===== config.mk =====
export PLATFORM = sky130hd
export DESIGN_NAME = fir_mac_sequencer
export DESIGN_NICKNAME = d
export VERILOG_FILES = /design/src/rtl/fir_ctrl_pkg.sv /design/src/rtl/fir_addr_gen.sv /design/src/rtl/fir_mac_sequencer.sv
export SDC_FILE = /design/constraint.sdc
export NUM_CORES = 1
export LEC_CHECK = 0
export BUFFER_PORTS_ARGS = -buffer_cell sky130_fd_sc_hd__buf_2
export CAP_MARGIN = 30
export CORE_UTILIZATION = 49
export CTS_BUF_LIST = sky130_fd_sc_hd__clkbuf_4
export DETAILED_ROUTE_END_ITERATION = 7
export GPL_TIMING_DRIVEN = 0
export MAX_ROUTING_LAYER = met4
export PLACE_DENSITY = 0.76
export SYNTH_ARGS = -nofsm -noshare
export SYNTH_HDL_FRONTEND = slang
export SYNTH_HIERARCHICAL = 1
export SYNTH_SLANG_ARGS = --single-unit

===== constraint.sdc =====
create_clock -name clk -period 1.6 [get_ports clk]
set_input_delay 0.16 -clock clk [delete_from_list [all_inputs] [get_ports clk]]
set_output_delay 0.16 -clock clk [all_outputs]
set_load 0.03 [all_outputs]

===== src/rtl/fir_ctrl_pkg.sv =====
// -----------------------------------------------------------------------------
// fir_ctrl_pkg
// Shared definitions for the FIR MAC sequencer.
//   fir_ctrl_state_t : sequencer FSM states
//   addr_w(n)        : delay-line address width for n taps
//   coef_w(n)        : coefficient index width for n taps (symmetric, n/2 coefs)
//   cnt_w(n)         : width of a counter spanning 0..n-1, at least 1 bit
// -----------------------------------------------------------------------------
package fir_ctrl_pkg;

   typedef enum logic [2:0] {
      ST_CLEAR,
      ST_IDLE,
      ST_MAC,
      ST_DRAIN,
      ST_OUT
   } fir_ctrl_state_t;

   function automatic int unsigned cnt_w(input int unsigned n);
      return (n <= 1) ? 1 : $clog2(n);
   endfunction

   function automatic int unsigned addr_w(input int unsigned num_taps);
      return cnt_w(num_taps);
   endfunction

   function automatic int unsigned coef_w(input int unsigned num_taps);
      return cnt_w(num_taps / 2);
   endfunction

endpackage


===== src/rtl/fir_addr_gen.sv =====
// -----------------------------------------------------------------------------
// fir_addr_gen
// Pointer and address generation for the FIR MAC sequencer. Holds the clear
// sweep index, the delay-line write pointer, the base (newest sample) address
// and the tap-pair index k. All arithmetic wraps modulo NUM_TAPS by plain
// AW-bit truncation.
//
// Ports
//   clk           in   clock, rising edge
//   rst           in   synchronous active-low reset
//   sweep_step_i  in   advance the clear sweep index
//   accept_i      in   sample accepted: base<=wptr, wptr++, k<=0
//   mac_step_i    in   advance k
//   sweep_idx_o   out  current clear sweep address
//   sweep_last_o  out  sweep index is at the last address
//   wptr_o        out  delay-line write pointer
//   rd_addr_a_o   out  (base - k) mod NUM_TAPS
//   rd_addr_b_o   out  (base + 1 + k) mod NUM_TAPS
//   coef_addr_o   out  k
//   k_first_o     out  k == 0
//   k_last_o      out  k == NUM_TAPS/2 - 1
// -----------------------------------------------------------------------------
module fir_addr_gen
   import fir_ctrl_pkg::*;
#(
   parameter int unsigned NUM_TAPS = 16
) (
   input  logic                          clk,
   input  logic                          rst,
   input  logic                          sweep_step_i,
   input  logic                          accept_i,
   input  logic                          mac_step_i,
   output logic [addr_w(NUM_TAPS)-1:0]   sweep_idx_o,
   output logic                          sweep_last_o,
   output logic [addr_w(NUM_TAPS)-1:0]   wptr_o,
   output logic [addr_w(NUM_TAPS)-1:0]   rd_addr_a_o,
   output logic [addr_w(NUM_TAPS)-1:0]   rd_addr_b_o,
   output logic [coef_w(NUM_TAPS)-1:0]   coef_addr_o,
   output logic                          k_first_o,
   output logic                          k_last_o
);

   localparam int unsigned AW = addr_w(NUM_TAPS);
   localparam int unsigned CW = coef_w(NUM_TAPS);

   logic [AW-1:0] sweep_q, sweep_d;
   logic [AW-1:0] wptr_q,  wptr_d;
   logic [AW-1:0] base_q,  base_d;
   logic [CW-1:0] k_q,     k_d;
   logic [AW-1:0] k_ext;

   always_ff @(posedge clk) begin
      if (!rst) begin
         sweep_q <= '0;
         wptr_q  <= '0;
         base_q  <= '0;
         k_q     <= '0;
      end else begin
         sweep_q <= sweep_d;
         wptr_q  <= wptr_d;
         base_q  <= base_d;
         k_q     <= k_d;
      end
   end

   // The sweep index wraps back to 0 after the last address, so it is already
   // primed for the next clear without a separate reload.
   always_comb begin
      sweep_d = sweep_q;
      wptr_d  = wptr_q;
      base_d  = base_q;
      k_d     = k_q;
      if (sweep_step_i) begin
         sweep_d = sweep_q + 1'b1;
      end
      if (accept_i) begin
         base_d = wptr_q;
         wptr_d = wptr_q + 1'b1;
         k_d    = '0;
      end else if (mac_step_i) begin
         k_d = k_q + 1'b1;
      end
   end

   assign k_ext        = AW'(k_q);
   assign sweep_idx_o  = sweep_q;
   assign sweep_last_o = (sweep_q == '1);
   assign wptr_o       = wptr_q;
   assign rd_addr_a_o  = base_q - k_ext;
   assign rd_addr_b_o  = base_q + AW'(1) + k_ext;
   assign coef_addr_o  = k_q;
   assign k_first_o    = (k_q == '0);
   assign k_last_o     = (k_q == '1);

endmodule


===== src/rtl/fir_mac_sequencer.sv =====
// -----------------------------------------------------------------------------
// fir_mac_sequencer
// Control sequencer for a symmetric FIR filter built around a circular delay
// line and a single pre-add/multiply/accumulate unit. After reset the delay
// line is cleared, then each accepted sample is written at the write pointer
// and NUM_TAPS/2 MAC cycles pair the newest-side and oldest-side taps. After
// PIPE_LAT drain cycles the result is presented until the consumer accepts it.
//
// Ports
//   clk        in   sole clock, rising edge
//   rst        in   synchronous active-low reset
//   in_valid   in   new sample offered
//   in_ready   out  sample accepted when in_valid && in_ready (IDLE only)
//   wr_en      out  delay-line write strobe
//   wr_zero    out  write zero instead of the sample (clear sweep)
//   wr_addr    out  delay-line write address
//   rd_addr_a  out  newer-side tap address
//   rd_addr_b  out  older-side tap address
//   coef_addr  out  coefficient index
//   acc_clr    out  load accumulator instead of adding (first MAC cycle)
//   mac_en     out  pre-add/multiply/accumulate enable
//   out_valid  out  filter result valid
//   out_ready  in   downstream accepts result
//   busy       out  sequencer not idle
// -----------------------------------------------------------------------------
module fir_mac_sequencer
   import fir_ctrl_pkg::*;
#(
   parameter int unsigned NUM_TAPS = 16,
   parameter int unsigned PIPE_LAT = 2
) (
   input  logic                          clk,
   input  logic                          rst,
   input  logic                          in_valid,
   output logic                          in_ready,
   output logic                          wr_en,
   output logic                          wr_zero,
   output logic [addr_w(NUM_TAPS)-1:0]   wr_addr,
   output logic [addr_w(NUM_TAPS)-1:0]   rd_addr_a,
   output logic [addr_w(NUM_TAPS)-1:0]   rd_addr_b,
   output logic [coef_w(NUM_TAPS)-1:0]   coef_addr,
   output logic                          acc_clr,
   output logic                          mac_en,
   output logic                          out_valid,
   input  logic                          out_ready,
   output logic                          busy
);

   localparam int unsigned AW = addr_w(NUM_TAPS);
   localparam int unsigned CW = coef_w(NUM_TAPS);
   localparam int unsigned DW = cnt_w(PIPE_LAT);

   fir_ctrl_state_t state_q, state_d;
   logic [DW-1:0]   drain_q, drain_d;

   logic          sweep_step, accept, mac_step;
   logic [AW-1:0] sweep_idx, wptr, rd_a, rd_b;
   logic [CW-1:0] coef;
   logic          sweep_last, k_first, k_last;

   logic          in_ready_c, wr_en_c, wr_zero_c, acc_clr_c, mac_en_c, out_valid_c;
   logic [AW-1:0] wr_addr_c;

   fir_addr_gen #(
      .NUM_TAPS (NUM_TAPS)
   ) u_addr_gen (
      .clk          (clk),
      .rst          (rst),
      .sweep_step_i (sweep_step),
      .accept_i     (accept),
      .mac_step_i   (mac_step),
      .sweep_idx_o  (sweep_idx),
      .sweep_last_o (sweep_last),
      .wptr_o       (wptr),
      .rd_addr_a_o  (rd_a),
      .rd_addr_b_o  (rd_b),
      .coef_addr_o  (coef),
      .k_first_o    (k_first),
      .k_last_o     (k_last)
   );

   always_ff @(posedge clk) begin
      if (!rst) begin
         state_q <= ST_CLEAR;
         drain_q <= '0;
      end else begin
         state_q <= state_d;
         drain_q <= drain_d;
      end
   end

   always_comb begin
      state_d     = state_q;
      drain_d     = drain_q;
      sweep_step  = 1'b0;
      accept      = 1'b0;
      mac_step    = 1'b0;
      in_ready_c  = 1'b0;
      wr_en_c     = 1'b0;
      wr_zero_c   = 1'b0;
      wr_addr_c   = '0;
      acc_clr_c   = 1'b0;
      mac_en_c    = 1'b0;
      out_valid_c = 1'b0;

      unique case (state_q)
         ST_CLEAR: begin
            wr_en_c    = 1'b1;
            wr_zero_c  = 1'b1;
            wr_addr_c  = sweep_idx;
            sweep_step = 1'b1;
            if (sweep_last) begin
               state_d = ST_IDLE;
            end
         end
         ST_IDLE: begin
            in_ready_c = 1'b1;
            if (in_valid) begin
               wr_en_c   = 1'b1;
               wr_addr_c = wptr;
               accept    = 1'b1;
               state_d   = ST_MAC;
            end
         end
         ST_MAC: begin
            mac_en_c  = 1'b1;
            acc_clr_c = k_first;
            mac_step  = 1'b1;
            if (k_last) begin
               drain_d = '0;
               state_d = (PIPE_LAT == 0) ? ST_OUT : ST_DRAIN;
            end
         end
         ST_DRAIN: begin
            drain_d = drain_q + 1'b1;
            if (drain_q == DW'(PIPE_LAT - 1)) begin
               state_d = ST_OUT;
            end
         end
         ST_OUT: begin
            out_valid_c = 1'b1;
            if (out_ready) begin
               state_d = ST_IDLE;
            end
         end
         default: begin
            state_d = ST_CLEAR;
         end
      endcase
   end

   // Outputs are forced low combinationally while reset is held so nothing
   // leaks out during the reset cycle itself, not just after the next edge.
   assign in_ready  = rst & in_ready_c;
   assign wr_en     = rst & wr_en_c;
   assign wr_zero   = rst & wr_zero_c;
   assign wr_addr   = rst ? wr_addr_c : '0;
   assign rd_addr_a = rst ? rd_a : '0;
   assign rd_addr_b = rst ? rd_b : '0;
   assign coef_addr = rst ? coef : '0;
   assign acc_clr   = rst & acc_clr_c;
   assign mac_en    = rst & mac_en_c;
   assign out_valid = rst & out_valid_c;
   assign busy      = rst & (state_q != ST_IDLE);

endmodule


Word level (Yosys, flattened, before mapping). Cells that the tools add are included. Widths: inputs -> output; s select.

Bits of input ports: 4. Word-level logic and storage cells: 61. Output and inout port bits: 22. Register bits: 19.

Multiplexer cells: 22. Add/subtract/negate cells: 7. Bitwise logic cells: 8. Equality and inequality tests: 12. Reductions and logical operators: 6.

Operator list (count): $mux 3 (6); $mux 4 (4); $pmux 3 s5 (1); $add 4x1->4 const B (3); $ne 2x2->1 const B (5); $mux 1 (8); $pmux 4 s2 (1); $and 1x1->1 (7); $eq 3x2->1 const B (2); $eq 3x3->1 const B (2); $logic_not 3->1 (2); $reduce_and 5->1 (1); $add 4x3->4 (1); $eq 4x4->1 const B (1); $pmux 1 s2 (2); $sub 4x3->4 (1); $add 3x1->3 const B (1); $eq 3x1->1 const B (1); $ne 3x1->1 const B (1); $reduce_and 2->1 (1); $reduce_bool 2->1 (1); $reduce_or 2->1 (1); $add 1x1->1 const B (1); $not 1->1 (1).

Logic depth before layout (Yosys ltp). Gate-level depths: netlist of run 1.

Depth after elaboration: 3. Gate-level depth with buffers: 7.

Hierarchy. Netlist of run 1, hierarchy kept.

By module, submodules not included: fir_addr_gen (sequential area each 300.3 µm², cells an instance 85, area an instance 869.6 µm², times used 1); fir_mac_sequencer (sequential area each 80.1 µm², cells an instance 69, area an instance 508.0 µm², times used 1).

Least setup slack after synthesis of run 1. OpenSTA, ideal clock, no wires.

Path kind: flip-flop to output port. Start point: register u_addr_gen.k_q[0], in the netlist u_addr_gen/coef_addr_o[0]. End point: output port rd_addr_b[2]. Arrival time: 1448 ps. Cell stages (with the launch flop): 6. Setup slack: -8 ps. Buffers on the path: 0. Required time: 1440 ps. Cells stage by stage: dfxtp_1 > inv_1 > ha_1 > fa_1 > xor2_1 > and2_1.

Cells in the longest elaborated chain, start to end: 2.

Ends and longest elaborated chain: start, declared (line fir_addr_gen.sv:49) `logic [CW-1:0] k_q, k_d;`; start signal, assigned (line fir_addr_gen.sv:62) `k_q <= k_d;`; $add 4x3->4 (line fir_addr_gen.sv:90) `assign rd_addr_b_o = base_q + AW'(1) + k_ext;`; named net rd_b[2] (line fir_mac_sequencer.sv:57) `logic [AW-1:0] sweep_idx, wptr, rd_a, rd_b;`; $mux 4 (line fir_mac_sequencer.sv:159) `assign rd_addr_b = rst ? rd_b : '0;`; end, declared (line fir_mac_sequencer.sv:40) `output logic [addr_w(NUM_TAPS)-1:0] rd_addr_b,`.

The timed path passes the listed nets, and every way through them passes these cells.

Worst setup path in the final report of run 1.
Start point: register u_addr_gen.k_q[0], in the netlist u_addr_gen/coef_addr_o[0]. End point: output port rd_addr_b[1].

The elaborated chain is that of the path after synthesis.

==> results of run 1 <==
## worst max-delay path, delay by kind of cell, from the launching register on
| family | cells | cell delay, ns |
|---|---|---|
| flip-flops | 1 | 0.40 |
| buffers and inverters | 3 | 0.22 |
| AND/OR/NAND/NOR | 1 | 0.15 |
| adder cells (fa/ha/maj) | 2 | 0.69 |
## cells in the final DEF (no fill, tap or decap), types with 3 or more instances in the layout
master and n:
nor2_1 4, nor2b_1 9, nand3_1 3, nand2_1 7, xnor2_1 7, xor2_1 4, ha_4 7, inv_1 6
a21oi_4 3, ha_1 4, a21oi_2 4, nand2b_1 4, and2_1 15, buf_2 10, clkbuf_4 3, nor2_4 3
buf_6 19, mux2i_1 9, buf_4 11, dfxtp_4 6, dfxtp_1 12, and2_4 4
## worst max-delay path by stage
stage                               to  slack (ns)  cells after the start
after CTS                 rd_addr_b[1]       -0.29                      6
after detailed placement  rd_addr_b[2]       -0.20                      6
final                     rd_addr_b[1]       -0.32                      6
after global routing      rd_addr_b[1]       -0.37                      6
after global placement    rd_addr_b[2]       -0.16                      6
after floorplan           rd_addr_b[3]        0.01                      6
## per-layer routing
| layer | vias to the layer above | GRT usage, % | wire, um |
|---|---|---|---|
| met5 | - | - | 0 |
| met4 | 0 | 8.75 | 83 |
| met3 | 12 | 6.28 | 173 |
| met2 | 38 | 39.8 | 1720 |
| met1 | 589 | 30.6 | 1460 |
| li1 | 587 | - | - |
## per-stage QoR
| step | setup slack [ns] | area (um^2) | setup TNS [ns] | util (%) |
|---|---|---|---|---|
| after floorplan | 0.00996 | 1380 | 0 | - |
| after global routing | -0.369 | 1960 | -2.48 | 76.5 |
| final | -0.324 | 1960 | -1.71 | 76.5 |
| after CTS | -0.291 | 1870 | -1.81 | 72.9 |
| after detailed placement | -0.196 | 1540 | -0.821 | 60.0 |
| after global placement | -0.160 | 1540 | -0.597 | 60.0 |
## timing repair
action                     4_1_cts  5_1_grt
resized for setup               72       25
pin swaps                        6        6
setup buffers                    9        2
hold buffers                     0        0
setup endpoints to repair       18       23
## cell families (layout without fill, tap and decap cells)
kind of cell | Yosys count | after routing | share of synthesized area [%]
AOI/OAI and AO/OA | 17 | 17 | 9.63
muxes | 10 | 10 | 7.63
and+or+nand+nor | 64 | 64 | 27.5
xor gates and xnor gates | 11 | 11 | 6.99
DFF | 19 | 19 | 27.6
adders and majority gates | 13 | 13 | 12.9
buffers and inverters | 20 | 58 | 7.72
## power groups by stage
stage          clock [mW]  sequential (mW)  combinational (mW)
2_1_floorplan           0            0.496              0.0655
3_3_place_gp            0            0.497              0.0886
3_5_place_dp            0            0.498              0.0908
4_1_cts             0.273            0.478               0.107
5_1_grt             0.294            0.479               0.116
6_report            0.264            0.478               0.109
## state kept, by name, indices dropped and copies added (netlist names)
name / count
drain_q: 1
state_q: 3
u_addr_gen/base_q: 4
u_addr_gen/coef_addr_o: 3
u_addr_gen/sweep_idx_o: 4
u_addr_gen/wptr_o: 4
## layout make-up
class / count / area (um^2) / share of cell area (%)
Buffer: 7 / 53.8 / 2.74
Clock buffer: 3 / 22.5 / 1.15
Clock inverter: 1 / 7.51 / 0.382
Inverter: 11 / 51.3 / 2.61
Multi-Input combinational cell: 115 / 1080 / 55.1
Sequential cell: 19 / 404 / 20.6
Tap cell: 30 / 37.5 / 1.91
Timing Repair Buffer: 36 / 305 / 15.6
==> results.txt, run 1 <==
Status - complete, but fails checks
Failing checks - setup timing
CTS Buffer Depth - 2
Asr flop ratio synth - 0%
Worst path arrival time - 1.76 ns
Period utilization - 120%
Synth cell count leaders - 19 x and2_1, 19 x dfxtp_1, 11 x ha_1, 11 x inv_1
Vias in the first global route - 1112
Slew @ Worst Pin - 0.382 ns
Row count - 18
Max VDD drop - 0.556 mV
I/O pin count - 26
Cell taking the most area after synthesis - dfxtp_1
Cell internal pwr - 609 uW
Psw - 242 uW
Crit Path Class - register to primary output
Num CTS Buffers - 3
Via Count - 1226
Chip width - 55.0 um
Die height - 55.0 um
CP Launch Type - register
Post-DR vias/cell - 5.52
Netlist cell types - 38
# port buffers - 25
Critical Path Slowest Stage Cell - fa_2
Worst r2r src - u_addr_gen/coef_addr_o[0]
Worst Reg-to-Reg Cells - 6
Reg-to-reg slack, setup - -0.05 ns
Die area - 3030 um^2
Slew Viols, Final - 0
R2r endpoint - state_q[0]
# diodes - 0
Hold Crit Endpoint - u_addr_gen/base_q[3]
Clock root buffer - clkbuf_4
Clk_skew - 0.00694 ns
Seq pwr share - 56.2%
Top cells by area, synth - dfxtp_1 28%, ha_1 10%, and2_1 8.6%
Worst Path Required - 1.44 ns
Syn Area/Cell - 8.95 um^2
Post-synth EDFFs - 0
Mapped Area - 1380 um^2
Max Clk Rate - 520 MHz
Logic pwr share - 12.8%
Register bit total from synthesis - 19
Sequential share of the synthesized area - 27.6%
Top_reg_cell synth - dfxtp_1
CTS Sinks - 19
DR WL/cell - 15.5 um
Final Hold Fails - 0
Switching Share - 28.4%
GR Util All Layers - 25.0%
Crit-path max FO - 3
Later-pin clock latency in the skew report - 0.31 ns
CP Launch Point - u_addr_gen/coef_addr_o[0]
Final Power - 850 uW
Slew headroom - 74.6%
# placed instances - 209
Hold path depth - 2
Remaining Overflow, GRT - 0
Gpl congestion - 0.838
Final setup margin - -0.324 ns
Nets - 210
Synth Warn # - 6
Post-DP HPWL - 2130 um
First-pass DRT Iterations - 4
Max stage delay on crit path - 0.53 ns
Routed Antenna Nets - 0
Crit-path cells - inv_4, ha_4, fa_2, inv_1, and2_4, buf_6
Pwr dens - 433 nW/um^2
Crit. End Element - primary output
TritonCTS clock tree - built
Setup violators final - 12
Net Count, Synth - 171
Yosys top cell area share - 27.6%
Initial DRC count - 15
Largest net degree at the start of global routing - 13
P_leak - 0.803 nW
Worst hold start - rst
Worst hold path class - input pin to register
Hold Worst Slack - 0.148 ns
Unrepaired setup endpoints after global routing - yes
Clock network power share - 31.0%
Clock transition at the registers of the reported paths - 0.12 ns
CTS H-Tree Depth - 1
First-pass GRT wire length - 5160 um
Share of layout cells above drive strength 1 - 47.4%
Total core area - 2570 um^2
Tmin final - 1.92 ns
Syn Inst Count - 154
Drt total wl - 3440 um
MaxCap Viol Count - 0
Post-route DRC - 0
Final std cells w/o fill - 222
Initial antenna violation count - 0
Fillers - 173
Area grow syn2layout - 42.5%
Starting Density - 53.7%
No activity file was read; power rests on OpenSTA's default activity.
==> run 2: changes to the inputs <==
ABC_AREA = 1   (was unset)
clock period = 1.63 ns   (was 1.6 ns; I/O delays follow)
==> results.txt, run 2 <==
Status - complete, but fails checks
Failing checks - setup timing
Finished Core Util - 78.5% (+2.0 points)
Reg-to-reg slack, setup - 0.13 ns (+0.18 ns)
DR WL/cell - 12.2 um (-21%)
Die height - 55.0 um (about the same)
MaxCap Viol Count - 0 (unchanged)
Post-synth EDFFs - 0 (unchanged)
Chip width - 55.0 um (about the same)
Via Count - 1484 (+21%)
Worst r2r src - state_q[2]
# placed instances - 267 (+28%)
Area grow syn2layout - 46.1%
Post-DP HPWL - 2040 um (-4.6%)
Synth cell count leaders - 56 x nand2_1, 34 x inv_1, 27 x nor2_1, 19 x dfxtp_1, 18 x a21oi_1
Sequential share of the synthesized area - 27.6% (about the same)
Top cells by area, synth - dfxtp_1 28%, nand2_1 15%, ha_1 10%
Crit path capture - rd_addr_a[1]
CTS H-Tree Depth - 1 (unchanged)
Worst Path Required - 1.47 ns (+0.03 ns)
# diodes - 0 (unchanged)
Starting Density - 53.7% (about the same)
Fin area - 2010 um^2 (+2.6%)
Mapped Area - 1380 um^2 (about the same)
Worst path arrival time - 1.73 ns (-0.03 ns)
Routed Antenna Nets - 0 (unchanged)
Hold Worst Slack - 0.158 ns (+0.00985 ns)
Cell internal pwr - 1.35 mW (+120%)
Unrepaired setup endpoints after global routing - yes
Later-pin clock latency in the skew report - 0.31 ns (about the same)
Final Hold Fails - 0 (unchanged)
CTS Buffer Depth - 2 (unchanged)
Syn Inst Count - 212 (+38%)
Vias in the first global route - 1171 (+5.3%)
Post-DR vias/cell - 5.05 (-8.6%)
CTS Sinks - 19 (unchanged)
Drt total wl - 3590 um (+4.3%)
Setup violators final - 10 (-2)
Share of layout cells above drive strength 1 - 43.9% (-3.5 points)
Pwr dens - 1250 nW/um^2 (+190%)
Final Power - 2.53 mW (+200%)
Netlist cell types - 28 (-26%)
Largest net degree at the start of global routing - 13 (unchanged)
I/O pin count - 26 (unchanged)
Switching Share - 46.7% (+18 points)
Asr flop ratio synth - 0% (unchanged)
Post-place instance area - 1540 um^2 (unchanged)
Logic pwr share - 63.3% (+51 points)
Slew @ Worst Pin - 0.395 ns (+0.0133 ns)
Hold path depth - 3 (+1)
Initial antenna violation count - 0 (unchanged)
Register bit total from synthesis - 19 (unchanged)
Count leader, synth - nand2_1
Period utilization - 116%
Row count - 18 (unchanged)
Yosys top cell area share - 27.6% (about the same)
Most common cell after layout, fill and taps aside - nand2_1
Initial DRC count - 28 (+13)
Max Clk Rate - 528 MHz
R2r endpoint - u_addr_gen/base_q[0]
CP Launch Point - u_addr_gen/base_q[0]
Crit-path max FO - 3 (unchanged)
Pre-CTS WS - -0.188 ns (+0.00845 ns)
Die area - 3030 um^2 (about the same)
Num CTS Buffers - 3 (unchanged)
CP Launch Type - register
Worst hold path class - input pin to register
Clock transition at the registers of the reported paths - 0.12 ns (about the same)
Seq pwr share - 26.4% (-30 points)
P_leak - 1.11 nW (+38%)
Crit. End Element - primary output
Gpl congestion - 0.816 (-2.7%)
Top_reg_cell synth - dfxtp_1
Worst Reg-to-Reg Cells - 10 (+4)
Synth Warn # - 6 (unchanged)
First-pass GRT wire length - 5040 um (-2.4%)
Post-route DRC - 0 (unchanged)
Remaining Overflow, GRT - 0 (unchanged)
Slew Viols, Final - 0 (unchanged)
Max VDD drop - 0.938 mV (+69%)
Crit Path Class - register to primary output
Clk_skew - 0.00435 ns (-0.00260 ns)
Cell taking the most area after synthesis - dfxtp_1
Final std cells w/o fill - 294 (+32%)
# port buffers - 25 (unchanged)
Net Count, Synth - 229 (+34%)
Syn Area/Cell - 6.50 um^2 (-27%)
Final setup margin - -0.265 ns (+0.0592 ns)
Clock network power share - 10.3% (-21 points)
TritonCTS clock tree - built
Tmin final - 1.89 ns
Nets - 282 (+34%)
First-pass DRT Iterations - 4 (unchanged)
Total core area - 2570 um^2 (unchanged)
Most frequent cells in the layout - 49 x nand2_1, 26 x nor2_1, 26 x buf_4, 24 x inv_1
Psw - 1.18 mW (+390%)
Slew headroom - 73.7% (-0.89 points)
Clock root buffer - clkbuf_4
Fin Setup TNS - -1.29 ns (+0.420 ns)
GR Util All Layers - 24.0% (-0.98 points)
-- run 2: how the worst min path moves through the flow --
stage	end	startpoint
5_1_grt	state_q[0]	rst
2_1_floorplan	state_q[0]	rst
6_report	state_q[0]	rst
3_5_place_dp	u_addr_gen/base_q[2]	u_addr_gen/base_q[2]
3_3_place_gp	u_addr_gen/base_q[2]	u_addr_gen/base_q[2]
4_1_cts	state_q[0]	rst
-- run 2: repair_timing --
| item | CTS | global route |
|---|---|---|
| resized for setup | 43 | 51 |
| pin swaps | 11 | 26 |
| hold buffers | 0 | 0 |
| gates cloned | 0 | 0 |
| buffers inserted | 15 | 11 |
| endpoints found under the setup margin | 13 | 13 |
-- run 2: power by group through the flow --
stage	registers [mW]	logic [mW]	clock network [mW]
3_5_place_dp	0.639	1.09	0
4_1_cts	0.645	1.31	0.270
6_report	0.667	1.60	0.259
2_1_floorplan	0.619	0.889	0
3_3_place_gp	0.636	1.08	0
5_1_grt	0.678	1.77	0.289
-- run 2: critical path, stage by stage, from the launching register on --
cell and delay, ns:
dfxtp_2 0.35, inv_4 0.07, ha_4 0.14, inv_4 0.04, fa_2 0.56, nand2_2 0.06
inv_2 0.07, buf_6 0.12
-- run 2: layout make-up --
class	count	area (um^2)
multi-input combinational	148	962
fill	187	553
sequential	19	404
timing repair buffer	50	390
inverter	40	170
tap	30	37.5
clock buffer	3	22.5
buffer	3	20.0
clock inverter	1	7.51
-- run 2: routing by layer --
metal / share of wire [%] / GRT usage (%)
met5: 0 / -
met1: 45 / 29.1
met4: 1.7 / 5.83
met3: 4.0 / 6.28
met2: 49 / 39.6
-- run 2: kinds of logic after synthesis --
kind of cell             count (synthesis)  share of synthesized area (%)
XOR/XNOR                                 2                           1.27
flip-flops                              19                           27.6
adder cells (fa/ha/maj)                 13                           12.9
buffers and inverters                   45                           13.6
AO/OA/AOI/OAI                           27                           10.3
AND/OR/NAND/NOR                        106                           34.4
==> run 3: changes to the inputs <==
SETUP_SLACK_MARGIN = 0.2   (was unset)
==> results.txt, run 3 (synthesis results as in run 2) <==
Crit-path max FO - 3 (unchanged)
Starting Density - 53.7% (unchanged)
Hold Crit Endpoint - state_q[0]
Die area - 3030 um^2 (unchanged)
Slew @ Worst Pin - 0.418 ns (+0.0228 ns)
Seq pwr share - 22.9% (-3.5 points)
Drt total wl - 4550 um (+27%)
Worst Path Required - 1.47 ns (about the same)
Routed Antenna Nets - 0 (unchanged)
Later-pin clock latency in the skew report - 0.32 ns (about the same)
Worst Reg-to-Reg Cells - 11 (+1)
Remaining Overflow, GRT - 0 (unchanged)
Slew headroom - 72.1% (-1.6 points)
# port buffers - 25 (unchanged)
Status - complete, but fails checks
Worst r2r src - state_q[1]
Reg-to-reg slack, setup - 0.05 ns (-0.08 ns)
Share of layout cells above drive strength 1 - 51.7% (+7.8 points)
Logic pwr share - 68.4% (+5.1 points)
Setup violators final - 11 (+1)
Chip width - 55.0 um (unchanged)
Crit. End Element - primary output
Worst hold path class - input pin to register
Row count - 18 (unchanged)
Initial DRC count - 36 (+29%)
Post-route DRC - 0 (unchanged)
Total core area - 2570 um^2 (unchanged)
Switching Share - 48.5% (+1.8 points)
Gpl congestion - 0.827 (+1.4%)
Fin Setup TNS - -2.06 ns (-0.776 ns)
DR WL/cell - 15.5 um (+27%)
Unrepaired setup endpoints after global routing - yes
Clock root buffer - clkbuf_4
Psw - 1.40 mW (+19%)
Finished Core Util - 87.0% (+8.5 points)
Most common cell after layout, fill and taps aside - nand2_1
Vias in the first global route - 1176 (+0.43%)
P_leak - 1.15 nW (+3.6%)
# diodes - 0 (unchanged)
Initial antenna violation count - 0 (unchanged)
Max VDD drop - 1.58 mV (+68%)
Final Power - 2.89 mW (+14%)
Hold path depth - 3 (unchanged)
R2r endpoint - u_addr_gen/base_q[0]
CTS Sinks - 19 (unchanged)
Area grow syn2layout - 62.0%
Largest net degree at the start of global routing - 12 (-1)
Worst hold start - rst
CP Launch Type - register
Post-DR vias/cell - 5.33 (+5.5%)
Pwr dens - 1290 nW/um^2 (+3.2%)
Clock network power share - 8.7% (-1.6 points)
TritonCTS clock tree - built
Via Count - 1561 (+5.2%)
Post-DP HPWL - 2020 um (-0.61%)
Num CTS Buffers - 3 (unchanged)
First-pass DRT Iterations - 4 (unchanged)
I/O pin count - 26 (unchanged)
Clk_skew - 0.0102 ns (+0.00584 ns)
GR Util All Layers - 24.2% (+0.23 points)
First-pass GRT wire length - 5020 um (-0.42%)
Max Clk Rate - 509 MHz (-3.5%)
Most frequent cells in the layout - 46 x nand2_1, 27 x buf_6, 20 x nor2_1, 17 x inv_2, 17 x inv_1
Final Hold Fails - 0 (unchanged)
Crit Path Class - register to primary output
Clock transition at the registers of the reported paths - 0.11 ns (about the same)
Final setup margin - -0.333 ns (-0.0682 ns)
Cell internal pwr - 1.49 mW (+11%)
CTS H-Tree Depth - 1 (unchanged)
Worst path arrival time - 1.80 ns (+0.07 ns)
Period utilization - 120% (+4.2 points)
MaxCap Viol Count - 0 (unchanged)
Failing checks - setup timing
Die height - 55.0 um (unchanged)
Nets - 281 (-0.35%)
Slew Viols, Final - 0 (unchanged)
Tmin final - 1.96 ns (+0.0682 ns)
CTS Buffer Depth - 2 (unchanged)
run 3: what timing repair did:
item,4_1_cts,5_1_grt
gates resized for setup,67,63
pin swaps,15,18
buffers inserted,15,7
hold buffers,0,0
endpoints found under the setup margin,19,28
run 3: critical path: stages, from the launching register on:
cell	delay, ns
dfxtp_2	0.35
inv_4	0.08
ha_4	0.14
inv_2	0.05
fa_2	0.37
xor2_1	0.22
nand2_1	0.10
inv_2	0.07
buf_6	0.12
run 3: worst max-delay path by stage:
stage,cells past startpoint,slack [ns],to,startpoint
6_report,8,-0.33,rd_addr_a[2],u_addr_gen/base_q[0]
4_1_cts,7,-0.20,rd_addr_a[1],u_addr_gen/base_q[0]
3_5_place_dp,10,-0.0006,rd_addr_b[3],u_addr_gen/coef_addr_o[2]
2_1_floorplan,10,0.20,rd_addr_b[3],u_addr_gen/coef_addr_o[2]
3_3_place_gp,10,0.03,rd_addr_b[3],u_addr_gen/coef_addr_o[2]
5_1_grt,8,-0.38,rd_addr_a[2],u_addr_gen/base_q[0]
run 3: cell type report:
type / instances / area, um^2
buffer: 5 / 51.3
clock buffer: 3 / 22.5
clock inverter: 1 / 5.00
fill: 128 / 334
inverter: 40 / 175
multi-input combinational: 148 / 1110
sequential: 19 / 399
tap: 30 / 37.5
timing repair buffer: 47 / 432
run 3: per-stage QoR:
stage                     instances  area (um^2)  setup slack, ns  hold WS (ns)
after global placement          267         1580           0.0337         0.479
after detailed placement        267         1580        -0.000575         0.488
after CTS                       286         1950           -0.199         0.187
after floorplan                 212         1420            0.203         0.261
final                           293         2230           -0.333         0.201
after global routing            293         2230           -0.385         0.227
run 3: power groups by stage:
stage	combinational (mW)	sequential, mW	clock (mW)
2_1_floorplan	0.921	0.623	0
3_3_place_gp	1.12	0.640	0
3_5_place_dp	1.13	0.641	0
4_1_cts	1.51	0.633	0.252
5_1_grt	2.13	0.669	0.275
6_report	1.98	0.661	0.252
run 3: per-layer routing:
metal	routed length [um]	GRT usage, %
met4	189	10.0
met1	1850	28.6
met2	2310	41.0
met5	0	-
met3	201	3.55
